===== src/rtl/div_rate_serializer_pkg.sv =====
// Shared definitions for the divider-rate serial frame transmitter:
// FSM state encodings, tap select codes and the idle line level.
package div_rate_serializer_pkg;

  typedef enum logic [2:0] {
    ST_IDLE   = 3'd0,
    ST_ARM    = 3'd1,
    ST_START  = 3'd2,
    ST_DATA   = 3'd3,
    ST_PARITY = 3'd4,
    ST_STOP   = 3'd5
  } ser_state_e;

  localparam logic [1:0] RATE_DIV2  = 2'd0;
  localparam logic [1:0] RATE_DIV4  = 2'd1;
  localparam logic [1:0] RATE_DIV8  = 2'd2;
  localparam logic [1:0] RATE_DIV16 = 2'd3;

  localparam logic SER_IDLE_LVL = 1'b1;

endpackage


===== src/rtl/div_rate_serializer_tick_sel.sv =====
// Picks one divider tap and emits a one-cycle tick on its rising edge.
// The history register tracks every tap so a select change never fakes an edge.
module div_rate_serializer_tick_sel
  import div_rate_serializer_pkg::*;
(
  input  logic       reset,
  input  logic       iClkIN,
  input  logic       iDiv2,
  input  logic       iDiv4,
  input  logic       iDiv8,
  input  logic       iDiv16,
  input  logic [1:0] sel,
  output logic       tick
);

  logic [3:0] taps;
  logic [3:0] tap_hist_q;
  logic [3:0] tap_hist_d;
  logic       tap_now;
  logic       tap_prev;

  assign taps = {iDiv16, iDiv8, iDiv4, iDiv2};

  always_comb begin
    tap_hist_d = taps;
    tap_now    = taps[0];
    tap_prev   = tap_hist_q[0];
    case (sel)
      RATE_DIV2:  begin tap_now = taps[0]; tap_prev = tap_hist_q[0]; end
      RATE_DIV4:  begin tap_now = taps[1]; tap_prev = tap_hist_q[1]; end
      RATE_DIV8:  begin tap_now = taps[2]; tap_prev = tap_hist_q[2]; end
      RATE_DIV16: begin tap_now = taps[3]; tap_prev = tap_hist_q[3]; end
      default:    begin tap_now = taps[0]; tap_prev = tap_hist_q[0]; end
    endcase
    tick = tap_now & ~tap_prev;
  end

  always_ff @(posedge iClkIN or negedge reset) begin
    if (!reset) tap_hist_q <= '0;
    else        tap_hist_q <= tap_hist_d;
  end

endmodule


===== src/rtl/div_rate_serializer.sv =====
// Parallel-to-serial frame transmitter paced by a selectable clock-divider tap:
// start bit, data LSB-first, optional even parity, then stop bit(s).
module div_rate_serializer
  import div_rate_serializer_pkg::*;
#(
  parameter int DATA_W    = 8,
  parameter int PARITY_EN = 1,
  parameter int STOP_BITS = 1
) (
  input  logic              reset,
  input  logic              iClkIN,
  input  logic              iDiv2,
  input  logic              iDiv4,
  input  logic              iDiv8,
  input  logic              iDiv16,
  input  logic [1:0]        iRateSel,
  input  logic [DATA_W-1:0] iData,
  input  logic              iValid,
  output logic              oReady,
  output logic              oSer,
  output logic              oBusy,
  output logic              oFrameDone
);

  localparam int                CNT_W     = $clog2(DATA_W + 1);
  localparam logic [CNT_W-1:0]  LAST_BIT  = CNT_W'(DATA_W - 1);
  localparam logic              LAST_STOP = 1'(STOP_BITS - 1);

  ser_state_e        state_q, state_d;
  logic [1:0]        rate_q, rate_d;
  logic [DATA_W-1:0] shift_q, shift_d;
  logic [CNT_W-1:0]  bit_cnt_q, bit_cnt_d;
  logic              stop_cnt_q, stop_cnt_d;
  logic              par_q, par_d;
  logic              ser_q, ser_d;
  logic              done_q, done_d;
  logic              tick;
  logic              accept;

  // Rate select is the latched copy, so iRateSel moves mid-frame are ignored.
  div_rate_serializer_tick_sel u_tick_sel (
    .reset  (reset),
    .iClkIN (iClkIN),
    .iDiv2  (iDiv2),
    .iDiv4  (iDiv4),
    .iDiv8  (iDiv8),
    .iDiv16 (iDiv16),
    .sel    (rate_q),
    .tick   (tick)
  );

  assign accept = iValid & oReady;

  always_ff @(posedge iClkIN or negedge reset) begin
    if (!reset) state_q <= ST_IDLE;
    else        state_q <= state_d;
  end

  always_comb begin
    state_d = state_q;
    unique case (state_q)
      ST_IDLE:   if (accept) state_d = ST_ARM;
      ST_ARM:    if (tick)   state_d = ST_START;
      ST_START:  if (tick)   state_d = ST_DATA;
      ST_DATA:   if (tick && (bit_cnt_q == LAST_BIT))
                   state_d = (PARITY_EN != 0) ? ST_PARITY : ST_STOP;
      ST_PARITY: if (tick)   state_d = ST_STOP;
      ST_STOP:   if (tick && (stop_cnt_q == LAST_STOP)) state_d = ST_IDLE;
      default:   state_d = ST_IDLE;
    endcase
  end

  always_comb begin
    oReady     = (state_q == ST_IDLE);
    oBusy      = (state_q != ST_IDLE);
    oSer       = ser_q;
    oFrameDone = done_q;
  end

  // Each tick launches the next line level; the parity accumulates the bits sent.
  always_comb begin
    rate_d     = rate_q;
    shift_d    = shift_q;
    bit_cnt_d  = bit_cnt_q;
    stop_cnt_d = stop_cnt_q;
    par_d      = par_q;
    ser_d      = ser_q;
    done_d     = 1'b0;
    case (state_q)
      ST_IDLE: begin
        if (accept) begin
          rate_d     = iRateSel;
          shift_d    = iData;
          par_d      = 1'b0;
          bit_cnt_d  = '0;
          stop_cnt_d = 1'b0;
        end
      end
      ST_ARM: begin
        if (tick) ser_d = 1'b0;
      end
      ST_START: begin
        if (tick) begin
          ser_d     = shift_q[0];
          par_d     = shift_q[0];
          shift_d   = shift_q >> 1;
          bit_cnt_d = '0;
        end
      end
      ST_DATA: begin
        if (tick) begin
          if (bit_cnt_q == LAST_BIT) begin
            ser_d      = (PARITY_EN != 0) ? par_q : SER_IDLE_LVL;
            stop_cnt_d = 1'b0;
          end else begin
            ser_d     = shift_q[0];
            par_d     = par_q ^ shift_q[0];
            shift_d   = shift_q >> 1;
            bit_cnt_d = bit_cnt_q + 1'b1;
          end
        end
      end
      ST_PARITY: begin
        if (tick) begin
          ser_d      = SER_IDLE_LVL;
          stop_cnt_d = 1'b0;
        end
      end
      ST_STOP: begin
        if (tick) begin
          if (stop_cnt_q == LAST_STOP) done_d = 1'b1;
          else                         stop_cnt_d = stop_cnt_q + 1'b1;
        end
      end
      default: ser_d = SER_IDLE_LVL;
    endcase
  end

  always_ff @(posedge iClkIN or negedge reset) begin
    if (!reset) begin
      rate_q     <= RATE_DIV2;
      shift_q    <= '0;
      bit_cnt_q  <= '0;
      stop_cnt_q <= 1'b0;
      par_q      <= 1'b0;
      ser_q      <= SER_IDLE_LVL;
      done_q     <= 1'b0;
    end else begin
      rate_q     <= rate_d;
      shift_q    <= shift_d;
      bit_cnt_q  <= bit_cnt_d;
      stop_cnt_q <= stop_cnt_d;
      par_q      <= par_d;
      ser_q      <= ser_d;
      done_q     <= done_d;
    end
  end

endmodule


===== config.mk =====
export PLATFORM = sky130hd
export DESIGN_NAME = div_rate_serializer
export DESIGN_NICKNAME = d
export VERILOG_FILES = /design/src/rtl/div_rate_serializer_pkg.sv /design/src/rtl/div_rate_serializer_tick_sel.sv /design/src/rtl/div_rate_serializer.sv
export SDC_FILE = /design/constraint.sdc
export NUM_CORES = 1
export LEC_CHECK = 0
export CORE_ASPECT_RATIO = 0.8
export CORE_MARGIN = 3
export CORE_UTILIZATION = 28
export DETAILED_ROUTE_END_ITERATION = 10
export MAX_ROUTING_LAYER = met4
export PLACE_DENSITY_LB_ADDON = 0.1
export SLEW_MARGIN = 5
export SYNTH_ARGS = -nofsm -noshare
export SYNTH_HDL_FRONTEND = slang
export SYNTH_SLANG_ARGS = --single-unit

===== constraint.sdc =====
create_clock -name iClkIN -period 4.85 [get_ports iClkIN]
set_input_delay 1.455 -clock iClkIN [delete_from_list [all_inputs] [get_ports iClkIN]]
set_output_delay 1.455 -clock iClkIN [all_outputs]
set_load 0.05 [all_outputs]

==> results.toml <==
[status]
outcome = "finished clean"

[sta]
timing.final.crit_share = 0.7488
period_minus_slack_ns = 3.632
slew_viol_final = 0
finClkSkew_ns = 0.008104
whs_ns = 0.5135
tns_ns = 0
relSlewSlack = 0.2622
setup_viol = 0
hold_viol = 0
fmax_ghz = 0.2754
rsz0062_at_grt = "no"
worst_pin_slew_ns = 1.103

[grt]
grt_pass1_wl_mm = 4.409
grt_overflow = 0
grt_pass1_vias = 930
grt_usage = 0.1105
antenna_found_initial = 0
grt_max_degree = 25

[critical_path]
cpPeakStageDelay_ns = 0.80
cp.required_ns = 3.39
worstPathArrival_ns = 2.18
path_cells = "or3_1, inv_1, clkdlybuf4s50_1"
critical_path_class = "reg2out"
end_kind = "primary output"
critPathLaunchType = "flip-flop"
timing.critical_path.from = "state_q[0]"
cpMaxStageDelayCell = "clkdlybuf4s50_1"
rr_startpoint = "rate_q[1]"
critical_path_peak_fanout = 18

[clock_tree]
clock_path_buffers = 2
cts.sinks = 24
path_clk_slew_ns = 0.09
cts_tree = "built"
post_cts_buffers = 0
cts_hold_repair.buffers = 0
clk_latency_ns = 0.27
ctsResizeCount = 0
cts_htree_levels = 1
cts_buffers = 3
cts_root_buf = "clkbuf_8"

[synth]
synth_edf_count = 0
mappedNetlistArea_um2 = 1276
async_flop_share = 1.000
seq_area_frac_synth = 0.4716
synth_area_leader_cell = "dfrtp_1"
ys_ff_latch = 24
yosysWarningCount = 0
syn_nets = 147
synthCells = 129
synth.avg_cell_area_um2 = 9.893
ys_types = 38
ys.flop_type = "dfrtp_1"
synth_top_area_share = 0.4510
synthTopCellsByArea = "dfrtp_1 45%, nand2_1 6.8%, mux2_4 4.7%, mux2_2 4.4%, mux2i_1 3.9%"
synthTopCellsByCount = "23 x dfrtp_1, 23 x nand2_1, 9 x inv_1, 8 x clkbuf_1"

[route]
vias = 954
via_per_inst = 4.770
drt_iter0_drc = 58
drtAntennaViolNets = 0
wl_per_cell_um = 13.14
drc = 0
firstDrtPassIters = 4
routed_wl_mm = 2.628

[power_and_ir_drop]
ir_worst_vdd_mv = 0.2323
leakagePower_nw = 0.6841
power_density_nw_per_um2 = 563.1

[final_layout]
area_delta_synth_final_pct = 21.96
drive_above_1_share = 0.1119
finalNetCount = 162
fillers = 425
antenna-diode-count = 0

[hold_path]
min_path_type = "reg2reg"
worstHoldStart = "shift_q[3]"

[die]
initial_core_util = 0.2980
io_pins = 21
die_area_um2 = 5409
placementRows = 21
core_um2 = 4283
die_h_um = 66.39
dieWidth_um = 81.48

[place]
gp_congestion = 0.7454
post-dp-hpwl_mm = 1.856
port_buffers = 20

[flow_run]
maxCapViolCount = 0
==> worst paths after layout <==
kind | end | slack, ns | depth (start not counted)
worst max register to register | shift_q[6] | 2.62 | 4
worst min register to register | shift_q[3] | 0.51 | 1
min in group asynchronous | oFrameDone | 1.77 | 1
worst max-delay path | oReady | 1.22 | 3
max in group asynchronous | shift_q[0] | 2.41 | 1
worst min-delay path | shift_q[3] | 0.51 | 1
==> stage by stage <==
step	utilization	std cells	power (mW)	instance area, um2	setup WS [ns]
floorplan	-	129	0.6711	1276	1.836
global placement	0.3506	196	0.7415	1501	1.223
detailed placement	0.3506	196	0.7511	1501	1.194
CTS	0.3634	200	0.8918	1556	1.220
global route	0.3634	200	0.9514	1556	1.144
finish	0.3634	200	0.8765	1556	1.218
==> logic make-up (layout without fill, tap and decap cells) <==
family	after synthesis	in the layout	synth area share
flops	24	24	0.4716
mux	14	14	0.1304
fa+ha+maj	1	1	0.009802
buf+inv	19	33	0.06274
compound gates	19	19	0.1108
xor+xnor	1	1	0.006864
simple gates	51	51	0.2078
==> report_power, final <==
part | internal (mW) | switching, mW
logic | 0.200 | 0.198
clock network | 0.0726 | 0.0667
registers | 0.269 | 0.0700
total | 0.541 | 0.335
==> routing by layer <==
metal	track usage	up-vias	wire length [um]
met4	0.03797	0	31
li1	-	473	-
met1	0.1432	458	1271
met3	0.02997	2	115
met2	0.1657	21	1210
met5	-	-	0
==> layout make-up <==
class / instances / area (um2) / area share
Sequential cell: 24 / 601.8 / 0.3867
Multi-Input combinational cell: 86 / 594.3 / 0.3818
Timing Repair Buffer: 20 / 200.2 / 0.1286
Tap cell: 57 / 71.32 / 0.04582
Clock buffer: 4 / 55.05 / 0.03537
Inverter: 9 / 33.78 / 0.02170
==> layout by cell type, fill, tap and decap left out, types with 2 or more instances in the layout <==
cell type	instances
dfrtp_1	23
and3_1	2
nand3_1	3
inv_1	9
mux2_2	5
clkdlybuf4s50_1	20
o211ai_1	2
nor2b_1	2
nand2b_1	3
a211oi_1	5
mux2i_1	5
o21ai_0	3
nor2_1	3
nand2_1	23
nand4_1	2
a21oi_1	3
nor4bb_1	2
mux2_4	4
nor3_1	3
clkbuf_8	4
==> worst max-delay path, delay by kind of cell, from the launching register on <==
family                 cells  cell delay, ns
AND/OR/NAND/NOR            1            0.45
buffers and inverters      2            0.88
flip-flops                 1            0.58
==> flip-flops by register name (all words and copies together) (netlist names) <==
register,cells
shift_q,8
bit_cnt_q,4
u_tick_sel.tap_hist_q,4
state_q,3
rate_q,2
oFrameDone,1
oSer,1
par_q,1
(Power assumes the default switching activity.)
